==> config.mk <==
export PLATFORM = sky130hd
export DESIGN_NAME = matrix_multiply_nxn_mac
export DESIGN_NICKNAME = d
export VERILOG_FILES = /design/src/rtl/matrix_multiply_nxn_mac.sv
export SDC_FILE = /design/constraint.sdc
export NUM_CORES = 1
export LEC_CHECK = 0
export ABC_CLOCK_PERIOD_IN_PS = 18300
export CAP_MARGIN = 10
export CORE_MARGIN = 1.5
export CORE_UTILIZATION = 45
export CTS_BUF_LIST = sky130_fd_sc_hd__clkbuf_4
export CTS_CLUSTER_SIZE = 25
export DETAILED_ROUTE_END_ITERATION = 6
export PLACE_DENSITY = 0.64
export SLEW_MARGIN = 20
export SYNTH_ARGS = -nofsm -noshare
export SYNTH_HDL_FRONTEND = slang
export SYNTH_SLANG_ARGS = --single-unit
==> constraint.sdc <==
create_clock -name clk -period 18.3 [get_ports clk]
set_input_delay 1.83 -clock clk [delete_from_list [all_inputs] [get_ports clk]]
set_output_delay 1.83 -clock clk [all_outputs]
set_load 0.01 [all_outputs]
==> src/rtl/matrix_multiply_nxn_mac.sv <==
// Sequential NxN matrix multiplier: one MAC per cycle, C = A x B published atomically on completion.
// Optional macro MATMUL_SIGNED_EN selects two's-complement operands and results (unsigned when undefined).
module matrix_multiply_nxn_mac #(
    parameter int N  = 3,
    parameter int DW = 8,
    localparam int CW = 2*DW+2
) (
    input  logic                clk,
    input  logic                reset,
    input  logic                start,
    input  logic [N*N*DW-1:0]   A,
    input  logic [N*N*DW-1:0]   B,
    output logic [N*N*CW-1:0]   C,
    output logic                busy,
    output logic                done
);
    localparam int IW = $clog2(N);
    localparam logic [IW-1:0] LAST = IW'(N-1);

    typedef enum logic [1:0] {IDLE, RUN, DRAIN} state_t;

    state_t state, state_nxt;
    logic   accept, issue, finish, last_idx;

    logic [DW-1:0] opa [N][N];
    logic [DW-1:0] opb [N][N];

    logic [IW-1:0] ci, cj, ck;

    logic [CW-1:0] ae, be, prod_nxt;
    logic [CW-1:0] prod;
    logic [IW-1:0] pi, pj, pk;
    logic          p_vld;

    logic [CW-1:0] acc, acc_nxt;
    logic [CW-1:0] rbuf [N][N];
    logic [N*N*CW-1:0] res;

    assign last_idx = (ci == LAST) && (cj == LAST) && (ck == LAST);

    // ---------------- FSM ----------------
    always_ff @(posedge clk or posedge reset) begin
        if (reset) state <= IDLE;
        else       state <= state_nxt;
    end

    always_comb begin
        state_nxt = state;
        case (state)
            IDLE:    if (start)    state_nxt = RUN;
            RUN:     if (last_idx) state_nxt = DRAIN;
            DRAIN:                 state_nxt = IDLE;
            default:               state_nxt = IDLE;
        endcase
    end

    always_comb begin
        busy   = (state != IDLE);
        accept = (state == IDLE) && start;
        issue  = (state == RUN);
        finish = (state == DRAIN);
    end

    // ---------------- operand capture ----------------
    always_ff @(posedge clk) begin
        if (accept) begin
            for (int r = 0; r < N; r++)
                for (int c = 0; c < N; c++) begin
                    opa[r][c] <= A[DW*(r*N+c) +: DW];
                    opb[r][c] <= B[DW*(r*N+c) +: DW];
                end
        end
    end

    // ---------------- index walk: k fastest, then j, then i ----------------
    always_ff @(posedge clk or posedge reset) begin
        if (reset) begin
            ci <= '0;
            cj <= '0;
            ck <= '0;
        end else if (accept) begin
            ci <= '0;
            cj <= '0;
            ck <= '0;
        end else if (issue) begin
            if (ck == LAST) begin
                ck <= '0;
                if (cj == LAST) begin
                    cj <= '0;
                    ci <= ci + 1'b1;
                end else begin
                    cj <= cj + 1'b1;
                end
            end else begin
                ck <= ck + 1'b1;
            end
        end
    end

    // ---------------- multiply stage ----------------
    always_comb begin
`ifdef MATMUL_SIGNED_EN
        ae = {{(CW-DW){opa[ci][ck][DW-1]}}, opa[ci][ck]};
        be = {{(CW-DW){opb[ck][cj][DW-1]}}, opb[ck][cj]};
`else
        ae = {{(CW-DW){1'b0}}, opa[ci][ck]};
        be = {{(CW-DW){1'b0}}, opb[ck][cj]};
`endif
        // CW-bit modular product is exact for both encodings since the true result fits in CW bits
        prod_nxt = ae * be;
    end

    always_ff @(posedge clk or posedge reset) begin
        if (reset) begin
            prod  <= '0;
            pi    <= '0;
            pj    <= '0;
            pk    <= '0;
            p_vld <= 1'b0;
        end else begin
            p_vld <= issue;
            if (issue) begin
                prod <= prod_nxt;
                pi   <= ci;
                pj   <= cj;
                pk   <= ck;
            end
        end
    end

    // ---------------- accumulate stage ----------------
    assign acc_nxt = (pk == '0) ? prod : acc + prod;

    always_ff @(posedge clk or posedge reset) begin
        if (reset)      acc <= '0;
        else if (p_vld) acc <= acc_nxt;
    end

    always_ff @(posedge clk) begin
        if (p_vld && pk == LAST) rbuf[pi][pj] <= acc_nxt;
    end

    // The last dot product lands on the same edge C is published, so forward it.
    always_comb begin
        res = '0;
        for (int r = 0; r < N; r++)
            for (int c = 0; c < N; c++) begin
                if (p_vld && pk == LAST && pi == IW'(r) && pj == IW'(c))
                    res[CW*(r*N+c) +: CW] = acc_nxt;
                else
                    res[CW*(r*N+c) +: CW] = rbuf[r][c];
            end
    end

    // ---------------- result publish ----------------
    always_ff @(posedge clk or posedge reset) begin
        if (reset) begin
            C    <= '0;
            done <= 1'b0;
        end else begin
            done <= finish;
            if (finish) C <= res;
        end
    end

endmodule
Word level (Yosys, flattened, before mapping)

Memory sizes are Yosys's and may differ from the RTL's. A register that Yosys moved wholly into a read port is not among the register bits.
Cells that the tools add are included.

$add $sub $neg: 4
Multiply operators: 1
$lt $le $gt $ge: 4
Equality and inequality tests: 8
Multiplexer cells: 27
Bitwise operators: 3
Reduce and logical (&&, ||, !) cells: 14

Operator list:

| kind                                                                          | number |
|---|---|
| 54-bit 2-to-1 mux                                                             | 1 |
| 18-bit demux with 2-bit select                                                | 1 |
| 18-bit 2-to-1 mux                                                             | 2 |
| 8-bit binary-select mux with 2-bit select                                     | 2 |
| 8-bit 2-to-1 mux                                                              | 4 |
| 2-bit 2-to-1 mux                                                              | 13 |
| 18-bit by 16-bit adder with 18-bit output                                     | 1 |
| 8-bit by 8-bit multiplier with 16-bit output                                  | 1 |
| 2-bit equality test (second input constant)                                   | 5 |
| 3-bit greater-or-equal comparator (second input constant)                     | 3 |
| 2-bit inverter with 3-bit output                                              | 3 |
| 2-bit nonzero test                                                            | 4 |
| 2-bit by 1-bit adder with 2-bit output (second input constant)                | 3 |
| 1-bit logical AND                                                             | 5 |
| 2-bit logical NOT                                                             | 2 |
| 2-bit case mux with 2 select lines                                            | 1 |
| 2-bit AND reduction                                                           | 2 |
| 3-bit by 1-bit less-than comparator with 1-bit output (second input constant) | 1 |
| 1-bit 2-to-1 mux                                                              | 3 |
| 3-bit AND reduction                                                           | 1 |
| 2-bit by 1-bit equality test with 1-bit output (second input constant)        | 1 |
| 2-bit by 1-bit != test with 1-bit output (second input constant)              | 1 |
| 2-bit != test (second input constant)                                         | 1 |

Flip-flop bits (word level): 50
RAM bits: 306
Input bits: 147
Output and inout bits: 164
Logic and storage cells: 75
Memories kept: 3

Memory list:

| name | words | bits a word | rd ports | clocked after memory_dff | write ports | RTL line | RTL |
|---|---|---|---|---|---|---|---|
| rbuf | 3     | 54          | 3        | 3                        | 1           | 36       | `logic [CW-1:0] rbuf [N][N];` |
| opa  | 3     | 24          | 1        | 0                        | 3           | 25       | `logic [DW-1:0] opa [N][N];` |
| opb  | 3     | 24          | 1        | 0                        | 3           | 26       | `logic [DW-1:0] opb [N][N];` |

Logic depth before layout (Yosys ltp)

Word-level depth: 6
Gate-level depth with buffers: 23

Worst setup path after synthesis

No wires, ideal clock.

Path type: input -> register
Start: input port start
End: register ck[0]
Arrival: 8615 ps
Setup slack: 9555 ps
Cell stages on the path: 4
Buffers on the path: 0
Path through: inv_1 nor2_1 nor2_1 mux2_2

Word-level cells in the longest chain between the ends: 2

RTL lines:

| item                                                          | RTL line | RTL |
|---|---|---|
| from (decl)                                                   | 10       | `input logic start,` |
| 1-bit logical AND (*)                                         | 59       | `accept = (state == IDLE) && start;` |
| named net accept                                              | 23       | `logic accept, issue, finish, last_idx;` |
| 2-bit 2-to-1 mux / 2-bit nonzero test (equally long branches) | -        |  |
| to (signal assigned)                                          | 95       | `ck <= ck + 1'b1;` |
| to (decl)                                                     | 28       | `logic [IW-1:0] ci, cj, ck;` |

The timed path passes the listed nets; every way through them passes the cells marked *.
A chain may end at the register's enable or synchronous reset.

Final worst setup path

Start: register ci[0]
End: register prod[12]

Word-level cells in the longest chain between the ends: 5

RTL lines:

| item                                                | RTL line | RTL |
|---|---|---|
| from (decl)                                         | 28       |  |
| from (signal assigned)                              | 90       | `ci <= ci + 1'b1;` |
| memory 3 x 24 bit                                   | -        |  |
| 8-bit binary-select mux with 2-bit select           | 106      | `ae = {{(CW-DW){1'b0}}, opa[ci][ck]};` |
| 8-bit 2-to-1 mux (not written as such) (2 in a row) | 106      |  |
| 8-bit by 8-bit multiplier with 16-bit output        | 110      | `prod_nxt = ae * be;` |
| to (signal assigned)                                | 123      | `prod <= prod_nxt;` |
| to (decl)                                           | 31       | `logic [CW-1:0] prod;` |

No other way between the ends. The select of a mux whose other input is x is not followed.

==> results.json <==
{
  "totalWireLength_mm": 59.9,
  "max_slew.worst_pin.slew_ns": 1.11,
  "grt_pass1_vias": 17100,
  "grt_use_total_pct": 22.9,
  "grt-busiest-layer": "met2",
  "root_buffer": "clkbuf_4",
  "grt_start_max_net_pins": 101,
  "hp-class": "reg2reg",
  "dp_hpwl_mm": 40.3,
  "fillers": 4311,
  "drt-initial-drc-count": 1302,
  "fin_area_um2": 28900,
  "drc": 0,
  "yosysMostFrequentCell": "edfxtp_1",
  "synthTopCellsByArea": "edfxtp_1 39%, dfrtp_1 23%, o21ai_0 4.7%, a21oi_1 3.4%, fa_1 3.2%",
  "yosysSeqAreaShare_pct": 62.2,
  "core_area_um2": 51200,
  "synth_top_flop_cell": "edfxtp_1",
  "net-switching-power_mw": 2.59,
  "pwr-share-clk_pct": 17.5,
  "critPathMaxFanout": 18,
  "dr.pass1.iters": 6,
  "dr_total_vias": 16900,
  "start_util_pct": 45.5,
  "period_share_pct": 33.7,
  "synthCells": 2000,
  "crit_path_end_kind": "flop",
  "worstPathRequired_ns": 19.14,
  "crit_arrival_ns": 7.00,
  "met3_usage_pct": 5.95,
  "cts.clk_slew.worst_paths_ns": 0.07,
  "postCtsSetupBuffers": 0,
  "seq_area_um2": 14500,
  "power.internal_mw": 3.35,
  "fin_skew_ns": 0.0563,
  "rrSetupSlack_ns": 12.13,
  "synthTopCellsByCount": "306 x edfxtp_1, 217 x o21ai_0, 212 x dfrtp_1",
  "clkLatencyLatePin_ns": 0.98,
  "die_area_um2": 53100,
  "p_leak_nw": 11.7,
  "dp.cells": 2904,
  "synth_top_area_cell": "edfxtp_1",
  "globalplace.congestion": 0.851,
  "power_frac_seq_pct": 28.3,
  "ys.warnings.count": 0,
  "die_h_um": 231,
  "syn_avg_cell_area_um2": 11.6,
  "viasPerCell": 5.38,
  "combPwrFrac_pct": 54.2,
  "drv_cap": 0,
  "cts_tree": "done",
  "grt_use_met1_pct": 29.5,
  "dpl_cell_area_um2": 27100,
  "met2_usage_pct": 37.5,
  "wl_per_cell_um": 19.0,
  "synth_area_um2": 23300,
  "ant_nets": 0,
  "overflow": 0,
  "cts_buffers": 137,
  "layout.nets": 2600,
  "finalCriticalPeriod_ns": 6.17,
  "outcome": "finished clean",
  "finalHoldViolCount": 0,
  "setup_tns_ns": 0,
  "synthArstFlopShare_pct": 40.9,
  "post-route-util_pct": 56.5,
  "setup_viol": 0,
  "io_pins": 311,
  "clockBufferDepth": 3,
  "htreeDepth": 4,
  "port_buffers": 310,
  "area_growth_syn_to_layout_pct": 24.1,
  "slew_viol_final": 0,
  "relSlewSlack_pct": 25.8,
  "ir_worst_vdd_mv": 0.251,
  "antenna_found_initial": 3,
  "multi_input_area_um2": 8010,
  "crit_type": "reg2reg",
  "ys_types": 71,
  "syn_nets": 2237,
  "num_rows": 83,
  "post_cts_resize_count": 0,
  "fmax_mhz": 162,
  "synth_seq_cells": 518,
  "min_path_cells": 2,
  "power_density_nw_per_um2": 205,
  "rsz0062_at_grt": "false",
  "stdcell_count": 3148,
  "cts.sinks": 518,
  "synth_top_area_share_pct": 39.4,
  "r2r_cells": 19,
  "synth_edf_count": 306,
  "start_kind": "flop",
  "grt_first_pass_wirelength_mm": 93.5,
  "drive_gt1_share_pct": 12.8,
  "holdBufCountCts": 0,
  "power_switching_share_pct": 43.6,
  "die_width_um": 231
}
area by class of cell:
type	count	share of cell area (%)
diodes	4	0.0346
clock buffers	216	5.61
clock inverters	24	0.610
inverters	88	1.18
multi-input cells	1269	27.7
flip-flops and latches	518	50.2
well taps	680	2.94
repair buffers	349	11.7
power groups by stage:
stage	sequential, mW	clock (mW)	combinational [mW]
after global placement	1.70	0	3.12
after CTS	1.68	1.07	3.25
after floorplan	1.67	0	2.30
after detailed placement	1.70	0	3.22
after global routing	1.70	1.13	3.66
final	1.68	1.04	3.22
state kept, by name, summed over array words and instances, names as in the netlist:
register  cells
pk            2
pi            2
cj            2
prod         16
C           162
p_vld         1
done          1
state         2
acc          18
pj            2
ci            2
opb          72
rbuf        162
opa          72
ck            2
path summary, 6_finish.rpt:
path / from / endpoint
worst max-delay path: ci[0] / prod[12]
worst min-delay path: C[90] / C[90]
worst max register to register: ci[0] / prod[12]
worst min register to register: C[90] / C[90]
max in group asynchronous: reset / C[43]
min in group asynchronous: reset / acc[1]
critical path, cell delays in order (launching register included):
cell and delay (ns):
dfrtp_1 0.96, mux4_2 0.59, inv_1 0.07, o22ai_1 0.11
o21ai_1 0.50, or2_2 0.22, fa_1 0.45, fa_1 0.55
inv_1 0.06, fa_1 0.53, inv_1 0.05, fa_1 0.52
inv_1 0.04, ha_1 0.32, o21a_1 0.19, o21ai_0 0.20
nor2_1 0.10, a211oi_1 0.30, xor2_1 0.17, o21ai_0 0.08
cells in the final DEF, fill, tap and decap left out, types with 17 or more instances in the layout:
cell type / count
inv_1: 82
fa_1: 37
edfxtp_1: 306
clkbuf_4: 216
and3_1: 60
buf_4: 39
a21oi_1: 159
ha_1: 53
o21ai_0: 215
nand3_1: 28
a31oi_1: 23
nand4_1: 19
or3_1: 39
nand2_1: 184
clkinv_1: 17
mux2i_1: 58
dfrtp_1: 210
nor2_1: 185
nor3_1: 17
clkdlybuf4s50_1: 310
layer usage:
layer | up-vias | routed length (µm)
met5 | - | 13
met4 | 2 | 1350
met3 | 106 | 4010
met2 | 605 | 29000
met1 | 8237 | 25500
li1 | 7990 | -
metrics by stage:
stage          setup WS (ns)  hold slack (ns)  power, mW
2_1_floorplan           9.56            0.469       3.97
3_3_place_gp           12.22            0.468       4.82
3_5_place_dp           12.11            0.472       4.92
4_1_cts                12.12            0.486       5.99
5_1_grt                11.60            0.515       6.48
6_report               12.13            0.482       5.94
logic make-up (layout without fill, tap and decap cells):
kind of cell / count (synthesis) / after routing / synth area share (%)
XOR/XNOR: 15 / 15 / 0.596
multiplexers: 74 / 74 / 3.65
AND/OR/NAND/NOR: 585 / 585 / 11.6
buffers and inverters: 213 / 677 / 3.56
adder cells (fa/ha/maj): 90 / 90 / 6.03
flip-flops: 518 / 518 / 62.2
other: 0 / 4 / 0
AO/OA/AOI/OAI: 505 / 505 / 12.3
(Power assumes the default switching activity.)
